`src/rtl/piccolo_pkg.sv`:
```
// rtl/piccolo_pkg.sv - shared Piccolo primitives: S-box, GF(2^4) math, F, RP, constants, key-word permutation
package piccolo_pkg;

   localparam int ROUNDS80  = 25;
   localparam int ROUNDS128 = 31;

   // Masks folded into the round-constant pattern for each key size
   localparam logic [31:0] CON80_MASK  = 32'h0f1e2d3c;
   localparam logic [31:0] CON128_MASK = 32'h6547a98b;

   typedef enum logic [1:0] {IDLE, RUN, FIN} dec_state_t;

   function automatic logic [3:0] sbox(input logic [3:0] a);
      logic [3:0] r;
      r = 4'h0;
      case (a)
         4'h0: r = 4'he;
         4'h1: r = 4'h4;
         4'h2: r = 4'hb;
         4'h3: r = 4'h2;
         4'h4: r = 4'h3;
         4'h5: r = 4'h8;
         4'h6: r = 4'h0;
         4'h7: r = 4'h9;
         4'h8: r = 4'h1;
         4'h9: r = 4'ha;
         4'ha: r = 4'h7;
         4'hb: r = 4'hf;
         4'hc: r = 4'h6;
         4'hd: r = 4'hc;
         4'he: r = 4'h5;
         4'hf: r = 4'hd;
         default: r = 4'h0;
      endcase
      return r;
   endfunction

   // Multiply by x modulo x^4 + x + 1
   function automatic logic [3:0] xtime(input logic [3:0] a);
      return {a[2:0], 1'b0} ^ {2'b00, a[3], a[3]};
   endfunction

   // S-layer, diffusion matrix [2 3 1 1; 1 2 3 1; 1 1 2 3; 3 1 1 2], S-layer
   function automatic logic [15:0] f_func(input logic [15:0] x);
      logic [3:0] s0, s1, s2, s3;
      logic [3:0] y0, y1, y2, y3;
      s0 = sbox(x[15:12]);
      s1 = sbox(x[11:8]);
      s2 = sbox(x[7:4]);
      s3 = sbox(x[3:0]);
      y0 = xtime(s0) ^ (xtime(s1) ^ s1) ^ s2 ^ s3;
      y1 = s0 ^ xtime(s1) ^ (xtime(s2) ^ s2) ^ s3;
      y2 = s0 ^ s1 ^ xtime(s2) ^ (xtime(s3) ^ s3);
      y3 = (xtime(s0) ^ s0) ^ s1 ^ s2 ^ xtime(s3);
      return {sbox(y0), sbox(y1), sbox(y2), sbox(y3)};
   endfunction

   // Byte map (x0..x7) -> (x2,x7,x4,x1,x6,x3,x0,x5), x0 = most significant byte
   function automatic logic [63:0] rp(input logic [63:0] x);
      return {x[47:40], x[7:0], x[31:24], x[55:48],
              x[15:8], x[39:32], x[63:56], x[23:16]};
   endfunction

   // Round-constant pair for round i: {con_2i, con_2i+1}
   function automatic logic [31:0] con_pair(input logic [4:0] i, input logic [31:0] mask);
      logic [4:0] c;
      c = i + 5'd1;
      return {c, 5'd0, c, 2'b00, c, 5'd0, c} ^ mask;
   endfunction

   // Source key word for position pos after n applications of the 128-bit
   // key-word permutation (k2,k1,k6,k7,k0,k3,k4,k5); the permutation has order 12.
   function automatic logic [2:0] sigma_idx(input logic [3:0] n, input logic [2:0] pos);
      logic [23:0] t;
      case (n)
         4'd0:    t = {3'd0, 3'd1, 3'd2, 3'd3, 3'd4, 3'd5, 3'd6, 3'd7};
         4'd1:    t = {3'd2, 3'd1, 3'd6, 3'd7, 3'd0, 3'd3, 3'd4, 3'd5};
         4'd2:    t = {3'd6, 3'd1, 3'd4, 3'd5, 3'd2, 3'd7, 3'd0, 3'd3};
         4'd3:    t = {3'd4, 3'd1, 3'd0, 3'd3, 3'd6, 3'd5, 3'd2, 3'd7};
         4'd4:    t = {3'd0, 3'd1, 3'd2, 3'd7, 3'd4, 3'd3, 3'd6, 3'd5};
         4'd5:    t = {3'd2, 3'd1, 3'd6, 3'd5, 3'd0, 3'd7, 3'd4, 3'd3};
         4'd6:    t = {3'd6, 3'd1, 3'd4, 3'd3, 3'd2, 3'd5, 3'd0, 3'd7};
         4'd7:    t = {3'd4, 3'd1, 3'd0, 3'd7, 3'd6, 3'd3, 3'd2, 3'd5};
         4'd8:    t = {3'd0, 3'd1, 3'd2, 3'd5, 3'd4, 3'd7, 3'd6, 3'd3};
         4'd9:    t = {3'd2, 3'd1, 3'd6, 3'd3, 3'd0, 3'd5, 3'd4, 3'd7};
         4'd10:   t = {3'd6, 3'd1, 3'd4, 3'd7, 3'd2, 3'd3, 3'd0, 3'd5};
         4'd11:   t = {3'd4, 3'd1, 3'd0, 3'd5, 3'd6, 3'd7, 3'd2, 3'd3};
         default: t = {3'd0, 3'd1, 3'd2, 3'd3, 3'd4, 3'd5, 3'd6, 3'd7};
      endcase
      case (pos)
         3'd0:    return t[23:21];
         3'd1:    return t[20:18];
         3'd2:    return t[17:15];
         3'd3:    return t[14:12];
         3'd4:    return t[11:9];
         3'd5:    return t[8:6];
         3'd6:    return t[5:3];
         default: return t[2:0];
      endcase
   endfunction

   // Whitening keys packed {wk0, wk1, wk2, wk3}; key word k0 is key[127:112]
   function automatic logic [63:0] whitening(input logic [127:0] key, input logic version);
      logic [15:0] k0, k1, k4, kx;
      k0 = key[127:112];
      k1 = key[111:96];
      k4 = key[63:48];
      kx = version ? key[15:0] : key[79:64];
      return {k0[15:8], k1[7:0], k1[15:8], k0[7:0],
              k4[15:8], kx[7:0], kx[15:8], k4[7:0]};
   endfunction

endpackage

```
`src/rtl/piccolo_rk_gen.sv`:
```
// rtl/piccolo_rk_gen.sv - combinational forward round-key pair generator for Piccolo-80/128
// Ports:
//   round_idx  in  5    forward round index i
//   version    in  1    0 = Piccolo-80, 1 = Piccolo-128
//   key        in  128  key, word k0 in [127:112]; Piccolo-80 uses [127:48]
//   rk_even    out 16   rk_2i
//   rk_odd     out 16   rk_2i+1
module piccolo_rk_gen
   import piccolo_pkg::*;
(
   input  logic [4:0]   round_idx,
   input  logic         version,
   input  logic [127:0] key,
   output logic [15:0]  rk_even,
   output logic [15:0]  rk_odd
);

   logic [15:0] kw [8];
   logic [31:0] con;
   logic [4:0]  idx_p1;
   logic [3:0]  perm_n;
   logic [2:0]  pos_e;
   logic [2:0]  pos_o;
   logic [2:0]  mod5;

   always_comb begin
      for (int w = 0; w < 8; w++) begin
         kw[w] = key[127 - 16*w -: 16];
      end
   end

   // 128-bit schedule: rk_m uses word (m+2) mod 8 after floor((m+2)/8)
   // permutations; for m = 2i this is position 2(i+1) mod 8 after (i+1)/4 steps.
   assign idx_p1 = round_idx + 5'd1;
   assign perm_n = {1'b0, idx_p1[4:2]};
   assign pos_e  = {idx_p1[1:0], 1'b0};
   assign pos_o  = {idx_p1[1:0], 1'b1};
   assign mod5   = 3'(round_idx % 5'd5);
   assign con    = con_pair(round_idx, version ? CON128_MASK : CON80_MASK);

   always_comb begin
      rk_even = 16'h0;
      rk_odd  = 16'h0;
      if (version) begin
         rk_even = kw[sigma_idx(perm_n, pos_e)] ^ con[31:16];
         rk_odd  = kw[sigma_idx(perm_n, pos_o)] ^ con[15:0];
      end else begin
         case (mod5)
            3'd0, 3'd2: begin
               rk_even = kw[2] ^ con[31:16];
               rk_odd  = kw[3] ^ con[15:0];
            end
            3'd1, 3'd4: begin
               rk_even = kw[0] ^ con[31:16];
               rk_odd  = kw[1] ^ con[15:0];
            end
            default: begin
               rk_even = kw[4] ^ con[31:16];
               rk_odd  = kw[4] ^ con[15:0];
            end
         endcase
      end
   end

endmodule

```
`src/rtl/piccolo_dec.sv`:
```
// rtl/piccolo_dec.sv - iterative Piccolo-80/128 decryption core, one round per clock
// Ports:
//   clk         in  1    rising-edge clock
//   reset       in  1    asynchronous active-high reset
//   start       in  1    request, accepted when ready=1
//   version     in  1    0 = Piccolo-80 (25 rounds), 1 = Piccolo-128 (31 rounds)
//   key_in      in  128  key, first key bit at [127]
//   ciphertext  in  64   ciphertext, first bit at [63]
//   ready       out 1    idle, start will be accepted
//   done        out 1    one-cycle pulse, plaintext valid
//   plaintext   out 64   result, held until the next accepted start
module piccolo_dec
   import piccolo_pkg::*;
#(
   parameter int ROUNDS80  = piccolo_pkg::ROUNDS80,
   parameter int ROUNDS128 = piccolo_pkg::ROUNDS128
)(
   input  logic         clk,
   input  logic         reset,
   input  logic         start,
   input  logic         version,
   input  logic [127:0] key_in,
   input  logic [63:0]  ciphertext,
   output logic         ready,
   output logic         done,
   output logic [63:0]  plaintext
);

   dec_state_t   state_q, state_d;
   logic [63:0]  x_q;
   logic [4:0]   j_q;
   logic         ver_q;
   logic [127:0] key_q;

   logic [4:0]   last_j;
   logic [4:0]   fwd_idx;
   logic         last_round;
   logic [15:0]  rk_even, rk_odd;
   logic [15:0]  rk_a, rk_b;
   logic [63:0]  wk_in, wk_q;
   logic [63:0]  round_out;

   assign ready      = (state_q == IDLE);
   assign last_j     = ver_q ? 5'(ROUNDS128 - 1) : 5'(ROUNDS80 - 1);
   assign last_round = (j_q == last_j);
   // Decryption round j consumes the forward key pair of round R-1-j
   assign fwd_idx    = last_j - j_q;

   piccolo_rk_gen u_rk_gen (
      .round_idx (fwd_idx),
      .version   (ver_q),
      .key       (key_q),
      .rk_even   (rk_even),
      .rk_odd    (rk_odd)
   );

   // Decryption reuses the forward RP; on odd rounds the state halves sit
   // swapped relative to encryption, so the key pair swaps with them.
   assign rk_a = j_q[0] ? rk_odd  : rk_even;
   assign rk_b = j_q[0] ? rk_even : rk_odd;

   assign wk_in = whitening(key_in, version);
   assign wk_q  = whitening(key_q, ver_q);

   always_comb begin
      round_out        = x_q;
      round_out[47:32] = x_q[47:32] ^ f_func(x_q[63:48]) ^ rk_a;
      round_out[15:0]  = x_q[15:0]  ^ f_func(x_q[31:16]) ^ rk_b;
   end

   always_comb begin
      state_d = state_q;
      case (state_q)
         IDLE:    if (start) state_d = RUN;
         RUN:     if (last_round) state_d = FIN;
         FIN:     state_d = IDLE;
         default: state_d = IDLE;
      endcase
   end

   always_ff @(posedge clk or posedge reset) begin
      if (reset) begin
         state_q   <= IDLE;
         x_q       <= 64'h0;
         j_q       <= 5'd0;
         ver_q     <= 1'b0;
         key_q     <= 128'h0;
         done      <= 1'b0;
         plaintext <= 64'h0;
      end else begin
         state_q <= state_d;
         done    <= (state_q == FIN);
         case (state_q)
            IDLE: begin
               if (start) begin
                  ver_q <= version;
                  key_q <= key_in;
                  x_q   <= {ciphertext[63:48] ^ wk_in[31:16], ciphertext[47:32],
                            ciphertext[31:16] ^ wk_in[15:0],  ciphertext[15:0]};
                  j_q   <= 5'd0;
               end
            end
            RUN: begin
               x_q <= last_round ? round_out : rp(round_out);
               j_q <= j_q + 5'd1;
            end
            FIN: begin
               plaintext <= {x_q[63:48] ^ wk_q[63:48], x_q[47:32],
                             x_q[31:16] ^ wk_q[47:32], x_q[15:0]};
            end
            default: ;
         endcase
      end
   end

endmodule

```
`config.mk`:
```
export PLATFORM = sky130hd
export DESIGN_NAME = piccolo_dec
export DESIGN_NICKNAME = d
export VERILOG_FILES = /design/src/rtl/piccolo_pkg.sv /design/src/rtl/piccolo_rk_gen.sv /design/src/rtl/piccolo_dec.sv
export SDC_FILE = /design/constraint.sdc
export NUM_CORES = 1
export LEC_CHECK = 0
export ABC_AREA = 0
export BUFFER_PORTS_ARGS = -buffer_cell sky130_fd_sc_hd__buf_2
export CAP_MARGIN = 40
export CORE_ASPECT_RATIO = 1.25
export CORE_MARGIN = 5
export CORE_UTILIZATION = 64
export CTS_CLUSTER_DIAMETER = 60
export DETAILED_ROUTE_END_ITERATION = 10
export PLACE_DENSITY = 0.95
export SYNTH_ARGS = -nofsm -noshare
export SYNTH_HDL_FRONTEND = slang
export SYNTH_SLANG_ARGS = --single-unit
export TNS_END_PERCENT = 10
```
`constraint.sdc`:
```
create_clock -name clk -period 14.9 [get_ports clk]
set_input_delay 1.49 -clock clk [delete_from_list [all_inputs] [get_ports clk]]
set_output_delay 1.49 -clock clk [all_outputs]
set_load 0.05 [all_outputs]
```
# Yosys cells after proc, flatten, opt, wreduce, memory -nomap -nowiden
# Memories as Yosys holds them, arrays and structs flattened.
# Index checks and enable logic that the tools add are counted.
[classes]
order_cmp = 2
addsub = 3
n_div = 1
n_eq_ne = 12
n_reduce_logical = 12
n_mux = 27
bitwise = 59
[op_table]
columns = ["operator", "count"]
rows = [
  ["bitwise XOR 16 bit", 16],
  ["2-to-1 mux 16 bit", 9],
  ["2-to-1 mux 64 bit", 2],
  ["case mux 64 bit (2 select lines)", 1],
  ["bitwise XOR 4 bit", 32],
  ["binary-select mux 16 bit (select 3 bit)", 2],
  ["case mux 16 bit (2 select lines)", 2],
  ["bitwise XOR 32 bit", 1],
  ["bitwise XOR 4 x 2 -> 4 bit", 8],
  ["2-to-1 mux 31 bit", 1],
  ["case mux 3 bit (4 select lines)", 2],
  ["adder 5 x 1 -> 5 bit (second input constant)", 2],
  ["case mux 5 bit (2 select lines)", 1],
  ["logical NOT 3 bit", 3],
  ["2-to-1 mux 3 bit", 3],
  ["greater-or-equal comparator 4 bit (second input constant)", 2],
  ["inverter 3 -> 4 bit", 2],
  ["equality test 2 bit (second input constant)", 3],
  ["inequality test 2 bit (second input constant)", 3],
  ["AND reduction 2 bit", 3],
  ["equality test 5 bit", 1],
  ["remainder unit 5 x 3 -> 5 bit (second input constant)", 1],
  ["2-to-1 mux 5 bit", 1],
  ["subtractor 5 bit", 1],
  ["10 further kinds", 14],
]
[word_totals]
mem_bits_ro = 1472
ff_bits = 265
memories = 18
word_cells = 142
[mem_list]
columns = ["name", "depth", "word_bits", "rd", "rd_ports_with_merged_regs", "wr", "line", "source"]
rows = [
  ["(name not given)", 16, 14, 1, 0, 0, "piccolo_pkg.sv:75", "case (n)"],
  ["(name not given)", 16, 14, 1, 0, 0, "piccolo_pkg.sv:75", ""],
  ["(name not given)", 16, 4, 1, 0, 0, "piccolo_pkg.sv:16", "case (a)"],
  ["(name not given)", 16, 4, 1, 0, 0, "piccolo_pkg.sv:16", ""],
  ["(name not given)", 16, 4, 1, 0, 0, "piccolo_pkg.sv:16", ""],
  ["(name not given)", 16, 4, 1, 0, 0, "piccolo_pkg.sv:16", ""],
  ["+12 memories", "n/a", "n/a", "n/a", "n/a", "n/a", "n/a", ""],
]

# Longest topological paths before layout
# Gate-level depths: netlist of run 1.
[logic_depth]
word_depth = 16
ltp_mapped = 29

# Modules after synthesis
# From an unflattened synthesis of run 1, not the netlist that was laid out.
[hier_totals]
hier_cells = 2283
hier_area_um2 = 19620.1
[modules_own_cells]
columns = ["mod", "instances", "area_per_inst_um2", "cells_per_inst"]
rows = [
  ["piccolo_dec", 1, 15992.8, 1762],
  ["piccolo_rk_gen", 1, 3627.2, 521],
]

# Worst setup path after synthesis of run 1
# OpenSTA, ideal clock, no wires.
[synth_path]
kind = "flip-flop to flip-flop"
start = "register ver_q"
end = "register x_q[46]"
t_required_ps = 14796
n_path_buf = 7
slack_ps = 8545
arrival_ps = 6252
path_stages_with_launch = 27
path_cell_list = "dfrtp_1 inv_1 clkbuf_1 clkbuf_1 fa_1 clkbuf_1 nor2b_1 nand3b_1 mux2i_1 a21o_1 clkbuf_1 buf_2 ha_1 mux2_2 or3_1 a211oi_1 a211o_1 buf_2 buf_4 nand2_1 a32oi_1 or4b_1 o31ai_1 xnor2_1 a21oi_1 xnor2_1 a221oi_1"
[synth_between]
elab_chain_cells = 16
elab_cells_between_ends = 49
cone_classes = "add/sub: 2; div: 1; eq/ne: 7; mux: 19; bitwise: 12; reduce/logical: 6; memory: 2"
[synth_rtl]
columns = ["element", "line", "source"]
rows = [
  ["start, declared", "piccolo_dec.sv:32", "logic ver_q;"],
  ["start signal, assigned", "piccolo_dec.sv:96", "ver_q <= version;"],
  ["parallel branches: the longest is 14 deep, another holds subtractor 5 bit", "n/a", ""],
  ["2-to-1 mux 64 bit *", "piccolo_dec.sv:104", "x_q <= last_round ? round_out : rp(round_out);"],
  ["case mux 64 bit (2 select lines) *", "piccolo_dec.sv:93", "case (state_q)"],
  ["end signal, assigned", "piccolo_dec.sv:98", "x_q <= {ciphertext[63:48] ^ wk_in[31:16], ciphertext[47:32],"],
  ["end signal, assigned", "piccolo_dec.sv:104", ""],
  ["end, declared", "piccolo_dec.sv:30", "logic [63:0] x_q;"],
]
# Mark *: on every way between the ends. The select of a mux whose other input is x is not followed.
# A chain may end at the register's enable or synchronous reset.

# Final worst setup path of run 1
[layout_path]
start = "register ver_q"
end = "register x_q[12]"
[layout_between]
elab_chain_cells = 16
elab_cells_between_ends = 48
cone_classes = "add/sub: 2; div: 1; eq/ne: 7; mux: 18; bitwise: 12; reduce/logical: 6; memory: 2"
[layout_rtl]
columns = ["element", "line"]
rows = [
  ["parallel branches: the longest is 14 deep, another holds subtractor 5 bit", "n/a"],
  ["2-to-1 mux 64 bit *", "piccolo_dec.sv:104"],
  ["case mux 64 bit (2 select lines) *", "piccolo_dec.sv:93"],
]
# Marks and branches as above.

==> key figures, run 1 <==
Setup path
  • FF-to-FF Start: ver_q$_DFFE_PP0P_
  • Classification of the worst setup path: flip-flop to flip-flop
  • Startpoint Class: flip-flop
  • Crit. End Element: flip-flop
  • RR Endpoint: x_q[12]$_DFFE_PP0P_
  • Data arrival time of the worst path: 8.38 ns
  • Crit path max fanout: 34
  • R2R setup slack: 6.98 ns
  • R2R depth: 20
  • CP Data Required Time: 15.36 ns

Job
  • MaxCap Viol Count: 0

Synthesis
  • Sequential share of the synthesized area: 32.8%
  • Mux contribution to synthesized area: under 10%
  • Yosys warning total: 0
  • Synth Area in Simple Gates: 20.3%
  • Ys flop type: dfrtp_1
  • Top post-synthesis cells by count: nand2_1 (634), dfrtp_1 (265), xnor2_1 (224)
  • Synth Area in XOR/XNOR: 12.0%
  • Post-synthesis cell count: 2,495
  • Synth cell types: ~100
  • Share of the synthesized area in the top cell type: 32.8%
  • Most numerous cell in the Yosys netlist: nand2_1
  • Post-synthesis compound-gate area fraction: 18.5%
  • Post-Synth Adder-Cell Area: 4.56%
  • Syn avg cell area: 8.10 um^2
  • Post-synthesis instance area: slightly above 20,000 um^2
  • Syn_nets: 2,764
  • Area leader, netlist: dfrtp_1
  • Synth area leaders: dfrtp_1 (33%), nand2_1 (12%), xnor2_1 (9.7%)
  • Ys async rst share: 100%
  • Largest family of logic cells by synthesized area: simple AND/OR/NAND/NOR gates
  • Post-synth EDFFs: 0
  • Yosys reg bits: about 270

Routing
  • ANT nets after route: 0
  • Pre-antenna DRT Iters: 10
  • # DRC: 0
  • Mean number of vias per cell: 6.65
  • Wirelength per Cell: 24.8 um
  • Via count: 20,500
  • Total routed wirelength: about 77,000 um
  • 1st-iter DRT viols: 3,039

Global routing
  • GRT overflow: 0
  • Global-route wire length before repair: 115,000 um
  • Vias in the first global route: 19,700
  • Pin count of the biggest net entering global routing: 114
  • GRT Overall Usage: 41.9%
  • Initial antenna violation count: 0

Die
  • Starting Density: 65.0%
  • Die width: roughly 170 um
  • FP Rows: a little over 70
  • IO Pins: 262
  • Die Ht: between 200 and 250 um
  • Die area: around 35,000 um^2
  • Core area: 31,100 um^2

STA
  • Slew @ Worst Pin: 0.974 ns
  • Relative slew slack: 35.0%
  • Setup violators final: 0
  • Final slew viol count: 0
  • Final min period: 7.92 ns
  • RSZ-0062 raised after global routing: no
  • Clock skew: 0.0135 ns
  • Fin. Hold Viols: 0
  • Fin crit share: between 50 and 60%
  • Fmax: ~130 MHz
  • Final TNS setup: 0 ns

Clocking
  • CTS tree: yes
  • # clock sinks: 265
  • Post-CTS setup buffer count: 0
  • CTS max path bufs: 3
  • Count of cells resized by post-cts repair: 0
  • H-tree Lvls: 1
  • Hold buffers post-CTS: 0
  • Clock latency on the worst-skew pair: 0.59 ns
  • TritonCTS buffer count: 28
  • Clock-pin slew on the worst setup and hold paths: 0.07 ns
  • Clock root buffer: clkbuf_16

Min path
  • Hold Path Class: flip-flop to flip-flop
  • Hold Crit Depth: 2
  • Hold endpoint: plaintext[35]$_DFFE_PP0P_
  • Worst hold start: plaintext[35]$_DFFE_PP0P_

Cells and area
  • Layout Nets: 2,928
  • Diodes inserted: 0
  • Layout cell share with drive strength beyond 1: 15.9%
  • Area grow syn2layout: 12.5%
  • Post-route cell area: 22,700 um^2

Place
  • Global placer's final weighted congestion: ~1
  • Post-Place Cell Area: around 22,000 um^2
  • Port Buffer Count: 261
  • DP HPWL: 56,500 um

Run status
  • Outcome: complete, no violations
[final cells by class]
type | instances | area [um^2]
clock inverters | 19 | 194
clock buffers | 33 | 769
repair buffers | 294 | 1650
flip-flops and latches | 265 | 6630
well taps | 407 | 509
multi-input cells | 1994 | 12700
fillers | 2351 | 8340
inverters | 76 | 295
[cell families (layout without fill, tap and decap cells)]
family,count (synthesis),in the layout
AOI/OAI and AO/OA,539,539
xor gates and xnor gates,275,275
adders and majority gates,73,73
buffers and inverters,236,422
DFF,265,265
muxes,133,133
and+or+nand+nor,974,974
[state kept, by name, summed over array words and instances, names as in the netlist]
register   count
x_q           64
j_q            5
state_q        2
plaintext     64
key_q        128
ver_q          1
done           1
[stage by stage]
stage | setup slack, ns | hold slack (ns) | utilization [%] | cells
finish | 6.98 | 0.472 | 73.2 | 3088
global route | 6.52 | 0.497 | 73.2 | 3088
CTS | 7.17 | 0.473 | 73.1 | 3087
detailed placement | 7.20 | 0.458 | 70.0 | 3035
global placement | 7.43 | 0.453 | 69.5 | 3028
floorplan | 6.11 | 0.442 | - | 2495
[placed cells by master (no fill, tap or decap), types with 6 or more instances in the layout]
master	Yosys	final
ha_1	72	72
buf_4	3	26
nand2_1	634	633
clkbuf_16	0	28
o21a_1	13	13
a21o_1	8	8
nand2b_1	11	10
nor2_1	154	153
o31ai_1	9	9
o211ai_1	36	36
a211oi_1	51	50
o22ai_1	16	16
and2_1	13	12
dfrtp_1	265	265
mux2i_1	103	103
inv_1	71	69
a21oi_1	90	90
and3_1	17	17
a2111oi_0	11	11
and4_1	6	6
nand4_1	14	14
o2111ai_1	8	8
mux2_2	24	24
o22a_1	6	6
a22o_1	7	7
a221oi_1	17	17
clkinv_2	0	6
nor3_1	29	28
nand3_1	52	52
a31oi_1	26	26
a211o_1	9	9
a2bb2oi_1	7	7
xnor2_1	224	224
buf_2	16	261
a22oi_1	22	22
xor2_1	49	49
o21ai_0	127	127
[layer usage]
layer	wire length (um)	global-route usage (%)	part of all wire (%)
met5	0	0	0
met4	6480	27.7	8.4
met3	9400	7.71	12
met2	33200	63.7	43
met1	27500	54.5	36
[worst max-delay path by stage]
stage | slack (ns) | startpoint | cells past startpoint | to
finish | 6.98 | ver_q$_DFFE_PP0P_ | 20 | x_q[12]$_DFFE_PP0P_
global route | 6.52 | ver_q$_DFFE_PP0P_ | 20 | x_q[12]$_DFFE_PP0P_
CTS | 7.17 | ver_q$_DFFE_PP0P_ | 20 | x_q[12]$_DFFE_PP0P_
detailed placement | 7.20 | ver_q$_DFFE_PP0P_ | 20 | x_q[12]$_DFFE_PP0P_
global placement | 7.43 | ver_q$_DFFE_PP0P_ | 20 | x_q[12]$_DFFE_PP0P_
floorplan | 6.11 | reset | 1 | done$_DFF_PP0_
[worst max-delay path, cell delays in order, from the launching register on]
cell and delay, ns:
dfrtp_1 0.40, inv_1 0.05, buf_4 0.25, fa_1 0.50, xnor2_2 0.37, inv_4 0.10
xnor2_1 0.74, clkinv_1 0.59, ha_1 0.58, mux2_2 0.38, or3_1 0.31, a211oi_1 0.68
a211o_1 0.81, a2111oi_0 0.27, nor4_1 0.54, xnor2_1 0.18, o211a_1 0.29, o21bai_1 0.17
and3_1 0.22, nor4b_1 0.28, nor3b_1 0.09
Power of run 1 is not shown: default switching activity piles up to over one toggle a cycle in this logic, so the estimate is an artifact.
==> run 2: changes to the inputs <==
--- a/config.mk
+++ b/config.mk
@@ -10,10 +10,10 @@
 export CAP_MARGIN = 40
 export CORE_ASPECT_RATIO = 1.25
 export CORE_MARGIN = 5
-export CORE_UTILIZATION = 64
+export CORE_UTILIZATION = 54
 export CTS_CLUSTER_DIAMETER = 60
 export DETAILED_ROUTE_END_ITERATION = 10
-export PLACE_DENSITY = 0.95
+export PLACE_DENSITY = 0.88
 export SYNTH_ARGS = -nofsm -noshare
 export SYNTH_HDL_FRONTEND = slang
 export SYNTH_SLANG_ARGS = --single-unit
==> constraint.sdc (replaced) <==
create_clock -name clk -period 6.8 [get_ports clk]
set_input_delay 0.68 -clock clk [delete_from_list [all_inputs] [get_ports clk]]
set_output_delay 0.68 -clock clk [all_outputs]
set_load 0.05 [all_outputs]
==> key figures, run 2 (same netlist as run 1, synthesis figures left out) <==
Cells and area
  • Final cell count without fillers: 3,191 (was 3,088)
  • Largest reg by FF count: key_q (unchanged)
  • Most common cell after layout, fill and taps aside: nand2_1 (unchanged)
  • Final core utilization: 62.2% (was 73.2%)
  • Layout Nets: 2,952 (was 2,928)
  • Diodes inserted: 0 (unchanged)
  • Layout cell share with drive strength beyond 1: 16.5% (was 15.9%)
  • Fillers: 3,220 (was 2,351)
  • Max FFs per register: 128 (unchanged)
  • Largest registers: key_q x128, plaintext x64, x_q x64 (unchanged)
  • Most frequent cells in the layout: nand2_1 (633), dfrtp_1 (265), buf_2 (263) (was nand2_1 (633), dfrtp_1 (265), buf_2 (261))
  • Area grow syn2layout: 14.2% (was 12.5%)

Clocking
  • CTS tree: yes (unchanged)
  • Clock-pin slew on the worst setup and hold paths: 0.07 ns (about the same)
  • Clock latency on the worst-skew pair: 0.60 ns (was 0.59 ns)
  • TritonCTS buffer count: 30 (was 28)
  • Count of cells resized by post-cts repair: 0 (unchanged)
  • CTS max path bufs: 3 (unchanged)
  • # clock sinks: 265 (unchanged)
  • H-tree Lvls: 1 (unchanged)
  • Clock root buffer: clkbuf_16 (unchanged)

Die
  • Core area: 37,100 um^2 (was 31,100 um^2)
  • Die width: 183 um (was 169 um)
  • Die Ht: 226 um (was 209 um)
  • Die area: 41,400 um^2 (was 35,200 um^2)
  • IO Pins: 262 (unchanged)
  • Starting Density: 54.5% (was 65.0%)
  • FP Rows: 79 (was 72)

Setup path
  • RR Endpoint: x_q[3]$_DFFE_PP0P_ (was x_q[12]$_DFFE_PP0P_)
  • Crit. End Element: flip-flop (unchanged)
  • FF-to-FF Start: ver_q$_DFFE_PP0P_ (unchanged)
  • R2R depth: 21 (was 20)
  • Data arrival time of the worst path: 6.79 ns (was 8.38 ns)
  • CP Data Required Time: 7.26 ns (was 15.36 ns)
  • Crit path largest cell delay: 0.61 ns (was 0.81 ns)
  • R2R setup slack: 0.47 ns (was 6.98 ns)
  • Startpoint Class: flip-flop (unchanged)
  • Crit path max fanout: 20 (was 34)
  • Crit-path slowest cell: dfrtp_1 (was a211o_1)
  • Crit-path cells: inv_1 -> fa_1 -> xnor2_2 -> nand3b_1 -> mux2i_1 -> a21o_1 -> ha_1 -> mux2_2 -> or3_1 -> a211oi_1 -> buf_4 -> a211o_1 -> buf_4 -> mux2_2 -> o22a_1 -> nand4_1 -> o31a_1 -> xnor2_1 -> mux2i_1 -> xnor2_1 -> a21oi_1 (was inv_1 -> buf_4 -> fa_1 -> xnor2_2 -> inv_4 -> xnor2_1 -> clkinv_1 -> ha_1 -> mux2_2 -> or3_1 -> a211oi_1 -> a211o_1 -> a2111oi_0 -> nor4_1 -> xnor2_1 -> o211a_1 -> o21bai_1 -> and3_1 -> nor4b_1 -> nor3b_1)
  • Classification of the worst setup path: flip-flop to flip-flop (unchanged)
  • Crit path from: ver_q$_DFFE_PP0P_ (unchanged)

Job
  • MaxCap Viol Count: 0 (unchanged)

STA
  • RSZ-0062 raised after global routing: no (unchanged)
  • Setup violators final: 0 (unchanged)
  • Clock skew: 0.0174 ns (was 0.0135 ns)
  • Slew @ Worst Pin: 1.02 ns (was 0.974 ns)
  • Fin. Hold Viols: 0 (unchanged)
  • Relative slew slack: 32.0% (was 35.0%)
  • Final slew viol count: 0 (unchanged)
  • Fmax: 158 MHz (was 126 MHz)
  • Fin crit share: 93.2% (was 53.2%)
  • Final TNS setup: 0 ns (unchanged)
  • Final min period: 6.33 ns (was 7.92 ns)

Global routing
  • Initial antenna violation count: 1 (was 0)
  • Pin count of the biggest net entering global routing: 135 (was 114)
  • Vias in the first global route: 19,700 (about the same)
  • GRT Overall Usage: 36.8% (was 41.9%)
  • GRT overflow: 0 (unchanged)
  • Global-route wire length before repair: 118,000 um (was 115,000 um)

Place
  • Port Buffer Count: 261 (unchanged)
  • Global placer's final weighted congestion: 1.03 (was 1.01)
  • DP HPWL: 59,800 um (was 56,500 um)
  • Placed instance count: 3,133 (was 3,035)

Routing
  • ANT nets after route: 0 (unchanged)
  • Pre-antenna DRT Iters: 6 (was 10)
  • 1st-iter DRT viols: 2,289 (was 3,039)
  • Wirelength per Cell: 24.6 um (was 24.8 um)
  • Total routed wirelength: 78,600 um (was 76,600 um)
  • # DRC: 0 (unchanged)
  • Via count: 20,100 (was 20,500)
  • Mean number of vias per cell: 6.31 (was 6.65)

Min path
  • Hold Path Class: input pin to async pin (was flip-flop to flip-flop)

Run status
  • Outcome: complete, no violations (unchanged)
==> run 2: cell count changes in the layout (fill, tap and decap cells not counted), moves of 2 or more <==
| cell | change |
|---|---|
| buf_16 | -2 |
| buf_2 | +2 |
| buf_4 | +22 |
| bufinv_16 | +2 |
| clkbuf_16 | +2 |
| clkinvlp_4 | -2 |
| inv_8 | -2 |
==> run 2: repair_timing <==
action                     in CTS  in global routing
setup buffers                   0                  3
setup endpoints to repair       0                  2
hold buffers                    0                  0
==> run 2: cell type report <==
| cell class | count | area [um^2] | area share (%) |
|---|---|---|---|
| Clock inverter | 17 | 245 | 1.06 |
| Timing Repair Buffer | 316 | 1780 | 7.70 |
| Inverter | 76 | 292 | 1.26 |
| Multi-Input combinational cell | 1994 | 12700 | 55.0 |
| Tap cell | 486 | 608 | 2.64 |
| Clock buffer | 37 | 837 | 3.63 |
| Sequential cell | 265 | 6630 | 28.7 |
==> run 2: through the flow <==
step           worst slack (ns)  hold slack [ns]  instance area [um^2]
6_report                  0.465            0.210                 23100
5_1_grt                  0.0117            0.278                 23100
4_1_cts                   0.608            0.251                 23000
3_5_place_dp              0.603            0.461                 22000
3_3_place_gp              0.642            0.455                 21900
2_1_floorplan             0.445            0.442                 20200
==> run 2: worst max-delay path by stage <==
stage,endpoint,slack (ns),cells after the start
2_1_floorplan,x_q[46]$_DFFE_PP0P_,0.44,26
3_3_place_gp,x_q[51]$_DFFE_PP0P_,0.64,22
3_5_place_dp,x_q[52]$_DFFE_PP0P_,0.60,20
4_1_cts,x_q[52]$_DFFE_PP0P_,0.61,20
5_1_grt,x_q[4]$_DFFE_PP0P_,0.01,20
6_report,x_q[3]$_DFFE_PP0P_,0.47,21
==> run 2: worst max-delay path, delay by kind of cell (launching register included) <==
family	cells	cell delay, ns
AOI/OAI and AO/OA	6	1.35
xor gates and xnor gates	3	0.99
adders and majority gates	2	0.75
buffers and inverters	3	0.66
DFF	1	0.61
muxes	4	1.27
and+or+nand+nor	3	0.54
==> run 2: metal layers <==
layer / up-vias / GRT usage, % / share of wire [%]
met5: - / 0 / 0
met4: 0 / 23.0 / 7.6
met3: 293 / 6.85 / 9.9
met2: 1245 / 57.6 / 44
met1: 9618 / 47.1 / 38
li1: 8988 / - / -
Power of run 2 is left out for the same reason.
